## config.mk

```make
export PLATFORM = sky130hd
export DESIGN_NAME = trap_sequencer
export DESIGN_NICKNAME = d
export VERILOG_FILES = /design/src/rtl/trap_sequencer.sv
export SDC_FILE = /design/constraint.sdc
export NUM_CORES = 1
export LEC_CHECK = 0
export BUFFER_PORTS_ARGS = -buffer_cell sky130_fd_sc_hd__buf_2
export CORE_MARGIN = 10
export CORE_UTILIZATION = 41
export CTS_BUF_LIST = sky130_fd_sc_hd__clkbuf_8 sky130_fd_sc_hd__clkbuf_16
export CTS_CLUSTER_SIZE = 14
export DETAILED_ROUTE_END_ITERATION = 8
export PLACE_DENSITY_LB_ADDON = 0.12
export SLEW_MARGIN = 20
export SYNTH_ARGS = -nofsm -noshare
export SYNTH_HDL_FRONTEND = slang
export SYNTH_SLANG_ARGS = --single-unit
```

## constraint.sdc

```tcl
create_clock -name clk -period 1.95 [get_ports clk]
set_clock_uncertainty 0.1 [all_clocks]
set_input_delay 0.195 -clock clk [delete_from_list [all_inputs] [get_ports clk]]
set_output_delay 0.195 -clock clk [all_outputs]
set_load 0.1 [all_outputs]
```

## src/rtl/trap_sequencer.sv

```systemverilog
// -----------------------------------------------------------------------------
// trap_sequencer
//
// Consumes the decode-stage trap strobes, arbitrates simultaneous traps by
// fixed priority (tag > gs > ovf > trap_instr), captures cause and faulting
// PC, drives a timed pipeline flush and then offers the trap vector to fetch
// over a valid/ready handshake. While a trap is in service, new trap strobes
// are collected as sticky pending bits and replayed on return-from-exception.
// Also owns the squash of the instruction following a taken conditional skip.
//
// Optional feature: define TRAP_COUNT_EN to get four 16-bit saturating
// per-cause accept counters, readable through cnt_sel_i / cnt_o.
//
// Ports:
//   clk            system clock, rising edge
//   rst            synchronous active-high reset
//   tag_trap_i     tag trap strobe
//   gs_trap_i      guard/sign trap strobe
//   ovf_trap_i     overflow/underflow trap strobe
//   trap_instr_i   explicit trap instruction strobe
//   skip_en_i      conditional-skip instruction in decode
//   skip_cond_i    skip condition true (qualifies skip_en_i)
//   pc_i           PC of the instruction in decode
//   instr_valid_i  next instruction accepted into decode
//   rfe_i          return-from-exception pulse
//   vec_ready_i    fetch accepts the vector
//   flush_o        kill all in-flight pipeline stages
//   vec_valid_o    trap vector offered to fetch
//   vec_addr_o     trap vector address (VEC_BASE + cause*16)
//   cause_o        latched cause: 0 none, 1 tag, 2 gs, 3 ovf, 4 trap instr
//   epc_o          latched faulting PC
//   in_trap_o      trap in service (every state except IDLE)
//   squash_o       nullify the instruction following a taken skip
//   cnt_sel_i      counter select (0 tag, 1 gs, 2 ovf, 3 trap instr)
//   cnt_o          selected trap counter (0 when TRAP_COUNT_EN is undefined)
// All outputs are registered.
// -----------------------------------------------------------------------------
module trap_sequencer #(
    parameter int unsigned     PC_W         = 32,
    parameter int unsigned     FLUSH_CYCLES = 3,
    parameter logic [PC_W-1:0] VEC_BASE     = 32'h0000_0100
) (
    input  logic            clk,
    input  logic            rst,
    input  logic            tag_trap_i,
    input  logic            gs_trap_i,
    input  logic            ovf_trap_i,
    input  logic            trap_instr_i,
    input  logic            skip_en_i,
    input  logic            skip_cond_i,
    input  logic [PC_W-1:0] pc_i,
    input  logic            instr_valid_i,
    input  logic            rfe_i,
    input  logic            vec_ready_i,
    output logic            flush_o,
    output logic            vec_valid_o,
    output logic [PC_W-1:0] vec_addr_o,
    output logic [2:0]      cause_o,
    output logic [PC_W-1:0] epc_o,
    output logic            in_trap_o,
    output logic            squash_o,
    input  logic [1:0]      cnt_sel_i,
    output logic [15:0]     cnt_o
);

    typedef enum logic [1:0] {
        ST_IDLE,
        ST_FLUSH,
        ST_VECTOR,
        ST_SERVICE
    } state_t;

    // Request vector bit order is priority order: bit 0 (tag) wins.
    function automatic logic [2:0] pick_cause(input logic [3:0] req);
        logic [2:0] c;
        c = 3'd0;
        if (req[0])      c = 3'd1;
        else if (req[1]) c = 3'd2;
        else if (req[2]) c = 3'd3;
        else if (req[3]) c = 3'd4;
        return c;
    endfunction

    state_t          state_q, state_d;
    logic [3:0]      fcnt_q, fcnt_d;
    logic [2:0]      cause_q, cause_d;
    logic [PC_W-1:0] epc_q, epc_d;
    logic [3:0]      pend_q, pend_d;
    logic            skip_pend_q, skip_pend_d;
    logic            flush_q, flush_d;
    logic            vec_valid_q, vec_valid_d;
    logic [PC_W-1:0] vec_addr_q, vec_addr_d;
    logic            in_trap_q, in_trap_d;
    logic            squash_q, squash_d;

    logic [3:0]      strobes;
    logic [3:0]      pend_eff;
    logic            accept;
    logic [2:0]      accept_cause;

    assign strobes  = {trap_instr_i, ovf_trap_i, gs_trap_i, tag_trap_i};
    // Strobes arriving in the same cycle as rfe_i are folded in so they are
    // never lost on the way back to IDLE.
    assign pend_eff = pend_q | strobes;

    // ---------------------------------------------------------------- state
    always_ff @(posedge clk) begin
        // NOTE: sequential state uses non-blocking assignment so every
        // register samples pre-edge values regardless of statement order.
        if (rst) state_q <= ST_IDLE;
        else     state_q <= state_d;
    end

    // ----------------------------------------------------------- next state
    always_comb begin
        // NOTE: every combinational output gets a default first so no path
        // leaves it unassigned, which would otherwise infer a latch.
        state_d      = state_q;
        accept       = 1'b0;
        accept_cause = 3'd0;
        unique case (state_q)
            ST_IDLE: begin
                if (|strobes) begin
                    state_d      = ST_FLUSH;
                    accept       = 1'b1;
                    accept_cause = pick_cause(strobes);
                end
            end
            ST_FLUSH: begin
                if (fcnt_q <= 4'd1) state_d = ST_VECTOR;
            end
            ST_VECTOR: begin
                if (vec_valid_q && vec_ready_i) state_d = ST_SERVICE;
            end
            ST_SERVICE: begin
                if (rfe_i) begin
                    if (|pend_eff) begin
                        state_d      = ST_FLUSH;
                        accept       = 1'b1;
                        accept_cause = pick_cause(pend_eff);
                    end else begin
                        state_d = ST_IDLE;
                    end
                end
            end
            default: state_d = ST_IDLE;
        endcase
    end

    // -------------------------------------------------- outputs / datapath
    always_comb begin
        fcnt_d      = fcnt_q;
        cause_d     = cause_q;
        epc_d       = epc_q;
        pend_d      = pend_q;
        skip_pend_d = skip_pend_q;

        if (accept) begin
            fcnt_d  = 4'(FLUSH_CYCLES);
            cause_d = accept_cause;
            epc_d   = pc_i;
        end else if (state_q == ST_FLUSH) begin
            fcnt_d = fcnt_q - 4'd1;
        end

        if (state_q == ST_SERVICE && state_d == ST_IDLE) cause_d = 3'd0;

        // x & (x-1) drops the lowest set bit, i.e. the cause just replayed.
        if (state_q != ST_IDLE) begin
            if (state_q == ST_SERVICE && accept) pend_d = pend_eff & (pend_eff - 4'd1);
            else                                 pend_d = pend_eff;
        end

        if (accept)
            skip_pend_d = 1'b0;
        else if (state_q == ST_IDLE && skip_en_i && skip_cond_i)
            skip_pend_d = 1'b1;
        else if (instr_valid_i)
            skip_pend_d = 1'b0;

        squash_d    = skip_pend_q && instr_valid_i && !accept;
        flush_d     = (state_d == ST_FLUSH);
        vec_valid_d = (state_d == ST_VECTOR);
        vec_addr_d  = (state_d == ST_VECTOR)
                      ? VEC_BASE + ({{(PC_W-3){1'b0}}, cause_d} << 4)
                      : '0;
        in_trap_d   = (state_d != ST_IDLE);
    end

    always_ff @(posedge clk) begin
        if (rst) begin
            fcnt_q      <= '0;
            cause_q     <= '0;
            epc_q       <= '0;
            pend_q      <= '0;
            skip_pend_q <= 1'b0;
            flush_q     <= 1'b0;
            vec_valid_q <= 1'b0;
            vec_addr_q  <= '0;
            in_trap_q   <= 1'b0;
            squash_q    <= 1'b0;
        end else begin
            fcnt_q      <= fcnt_d;
            cause_q     <= cause_d;
            epc_q       <= epc_d;
            pend_q      <= pend_d;
            skip_pend_q <= skip_pend_d;
            flush_q     <= flush_d;
            vec_valid_q <= vec_valid_d;
            vec_addr_q  <= vec_addr_d;
            in_trap_q   <= in_trap_d;
            squash_q    <= squash_d;
        end
    end

    assign flush_o     = flush_q;
    assign vec_valid_o = vec_valid_q;
    assign vec_addr_o  = vec_addr_q;
    assign cause_o     = cause_q;
    assign epc_o       = epc_q;
    assign in_trap_o   = in_trap_q;
    assign squash_o    = squash_q;

    // ------------------------------------------------------ trap counters
`ifdef TRAP_COUNT_EN
    logic [15:0] trap_cnt_q [4];
    logic [15:0] cnt_q;

    always_ff @(posedge clk) begin
        // NOTE: this small counter array is reset explicitly because its
        // values are architecturally visible; a large RAM would not be.
        if (rst) begin
            for (int i = 0; i < 4; i++) trap_cnt_q[i] <= '0;
            cnt_q <= '0;
        end else begin
            if (accept && trap_cnt_q[2'(accept_cause - 3'd1)] != 16'hFFFF)
                trap_cnt_q[2'(accept_cause - 3'd1)] <= trap_cnt_q[2'(accept_cause - 3'd1)] + 16'd1;
            cnt_q <= trap_cnt_q[cnt_sel_i];
        end
    end

    assign cnt_o = cnt_q;
`else
    logic unused_cnt_sel;
    assign unused_cnt_sel = ^cnt_sel_i;
    assign cnt_o          = 16'd0;
`endif

endmodule

```

==> impl_metrics.json <==
{
  "grt_pass1_vias": 2255,
  "area_delta_synth_final_pct": 34.7,
  "crit_arrival_ns": 2.06,
  "dp_slack_ns": -0.0168,
  "min_period_over_period": 0.973,
  "drive_above_1_share": 0.326,
  "yosys_warnings": 0,
  "synth-seq-cells": 54,
  "start_util": 0.424,
  "h-tree-depth": 2,
  "cts_made_buffers": 5,
  "synth_area_sq_um": 2510,
  "die-area_sq_um": 9660,
  "dp_hpwl_mm": 5.10,
  "dieHeight_microns": 98.3,
  "port-buffer-count": 85,
  "nets": 470,
  "hp-class": "input port to flip-flop",
  "netlist-cell-type-count": 44,
  "pwr_density_cell_nw_per_um2": 1110,
  "worstPathMaxFanout": 4,
  "setup-violations-final": 0,
  "syn-mean-instance-area_sq_um": 8.34,
  "path_class": "flip-flop to flip-flop",
  "synth_top_family_by_area": "simple AND/OR/NAND/NOR gates",
  "cts_sinks": 54,
  "synth_ff_type": "dfxtp_1",
  "wirelength_mm": 7.03,
  "hold_violations": 0,
  "muxShareOfSynthArea": 0.00847,
  "grt_usage": 0.139,
  "synthSimpleGateAreaFrac": 0.200,
  "grt_max_degree": 35,
  "n_antenna_cell": 0,
  "tritoncts": "done",
  "critical_path.startpoint_type": "flip-flop",
  "firstDrtPassIters": 4,
  "synth-compound-area-share": 0.145,
  "end_kind": "flip-flop",
  "clock_latency_ns": 0.32,
  "rows": 28,
  "crit_required_ns": 2.12,
  "clock-root-buffer": "clkbuf_8",
  "synth_edf_count": 0,
  "vdd_drop_max_v": 0.000494,
  "die_x_microns": 98.3,
  "wl_per_cell_microns": 14.2,
  "utilization": 0.571,
  "fmax_ghz": 0.527,
  "grt_pass1_wl_mm": 11.4,
  "path_cells": "inv_2, ha_4, or4b_4, nor3_4, o32ai_4, nor3b_4, and2_4",
  "drtAntennaViolNets": 0,
  "rsz0062_at_grt": "true",
  "syn-instance-count": 301,
  "synthAdderAreaFrac": 0.0299,
  "critical_path.max_stage_delay_ns": 0.47,
  "routed_via_density": 4.59,
  "io-pin-count": 132,
  "fin_setup_tns_ns": 0,
  "finalMaxSlewViolations": 0,
  "antenna_found_initial": 0,
  "async_flop_share": 0,
  "vias": 2272,
  "drv_cap": 0,
  "min_period_ns": 1.90,
  "place.gp.congestion": 0.801,
  "layout_setup_ws_ns": 0.0525,
  "clkTransAtPathRegs_ns": 0.10,
  "ys_seq_area_frac": 0.430,
  "status": "completed",
  "overflow": 0,
  "slowest_stage": "or4b_4",
  "synthXorXnorAreaFrac": 0.0105,
  "core_sq_um": 5920,
  "leakage_nw": 1.61,
  "route.detailed.drc": 0,
  "clock_path_buffers": 2,
  "first_iter_violations": 70
}
-- flip-flops by register name, indices dropped and copies added (netlist names) --
| name | flops |
|---|---|
| fcnt_q | 4 |
| epc_o | 32 |
| vec_addr_o | 4 |
| cause_o | 3 |
| skip_pend_q | 1 |
| squash_o | 1 |
| flush_o | 1 |
| in_trap_o | 1 |
| state_q | 2 |
| pend_q | 4 |
| vec_valid_o | 1 |
-- area by class of cell --
cell class,count,area (sq um)
fill,559,2540
timing repair buffer,128,828
clock buffer,5,68.8
sequential,54,1080
inverter,7,26.3
multi-input combinational,223,1230
tap,75,93.8
clock inverter,3,47.5
-- cells in the final DEF, fill, tap and decap left out, types with 3 or more instances in the layout --
cell type,n
buf_2,85
dlygate4sd3_1,19
dfxtp_1,52
nand2b_1,3
nand2_1,68
a21oi_1,43
conb_1,44
ha_1,4
inv_1,5
clkbuf_8,5
buf_4,21
nor2b_1,3
nor2_1,9
nor3_1,7
-- Yosys cell counts, types with 2 or more instances --
| cell | n | area (sq um) |
|---|---|---|
| o22ai_1 | 2 | 12.5 |
| and2_1 | 3 | 18.8 |
| nand2_1 | 68 | 255 |
| a21oi_1 | 43 | 215 |
| buf_4 | 44 | 330 |
| dfxtp_1 | 54 | 1080 |
| clkbuf_1 | 5 | 18.8 |
| nor2b_1 | 4 | 25.0 |
| a311oi_1 | 2 | 17.5 |
| a31oi_1 | 2 | 12.5 |
| xnor2_1 | 2 | 17.5 |
| inv_1 | 7 | 26.3 |
| nand2b_1 | 3 | 18.8 |
| ha_1 | 6 | 75.1 |
| nor4_1 | 2 | 12.5 |
| buf_2 | 10 | 50.1 |
| nor2_1 | 9 | 33.8 |
| nor3_1 | 9 | 45.0 |
-- cell families (layout without fill, tap and decap cells) --
logic type	count (synthesis)	after routing
AO/OA/AOI/OAI	61	61
XOR/XNOR	3	3
AND/OR/NAND/NOR	107	107
flip-flops	54	54
adder cells (fa/ha/maj)	6	6
other	1	44
multiplexers	2	2
buffers and inverters	67	143
-- metrics by stage --
step           hold slack [ns]  instance area [sq um]  power [mW]  cells
2_1_floorplan            0.172                   2670        2.69    344
3_3_place_gp             0.334                   2970        2.90    466
3_5_place_dp             0.337                   2970        2.91    466
4_1_cts               0.000332                   3330        3.77    495
5_1_grt                0.00945                   3380        3.94    495
6_report               0.00809                   3380        3.76    495
-- worst max-delay path, delay by kind of cell (launching register included) --
kind            cells  cell delay (ns)
simple gates        4             1.07
buf+inv             1             0.07
flops               1             0.34
fa+ha+maj           1             0.14
compound gates      1             0.14
-- worst paths after layout --
| kind | startpoint | slack [ns] | cells past startpoint | endpoint |
|---|---|---|---|---|
| worst max register to register | state_q[1]$_SDFF_PP0_ | 0.05 | 7 | vec_addr_o[5]$_SDFF_PP0_ |
| worst min register to register | skip_pend_q$_SDFFE_PP0P_ | 0.35 | 2 | squash_o$_SDFF_PP0_ |
| worst min-delay path | pc_i[12] | 0.008 | 3 | epc_o[12]$_SDFFE_PP0P_ |
| worst max-delay path | state_q[1]$_SDFF_PP0_ | 0.05 | 7 | vec_addr_o[5]$_SDFF_PP0_ |
-- per-layer routing --
metal,global-route usage,share of wire,vias to the layer above
met3,0.0662,0.11,5
met4,0.0331,0.0051,0
met5,0,0,-
met1,0.156,0.41,1023
li1,-,-,1147
met2,0.233,0.47,97
-- repair_timing --
item | 4_1_cts | 5_1_grt
setup buffers | 2 | 0
endpoints found under the hold margin | 19 | 0
hold buffers | 19 | 0
endpoints found under the setup margin | 14 | 36
pin swaps | 5 | 3
gates resized for setup | 9 | 12
-- where the power goes --
part	leakage [nW]	switching, mW	total, mW	internal (mW)
registers	0.444	0.0564	1.27	1.21
clock network	0.0591	0.403	0.795	0.392
logic	1.11	1.34	1.69	0.349
Note: power is estimated with default switching activity, not from simulation.
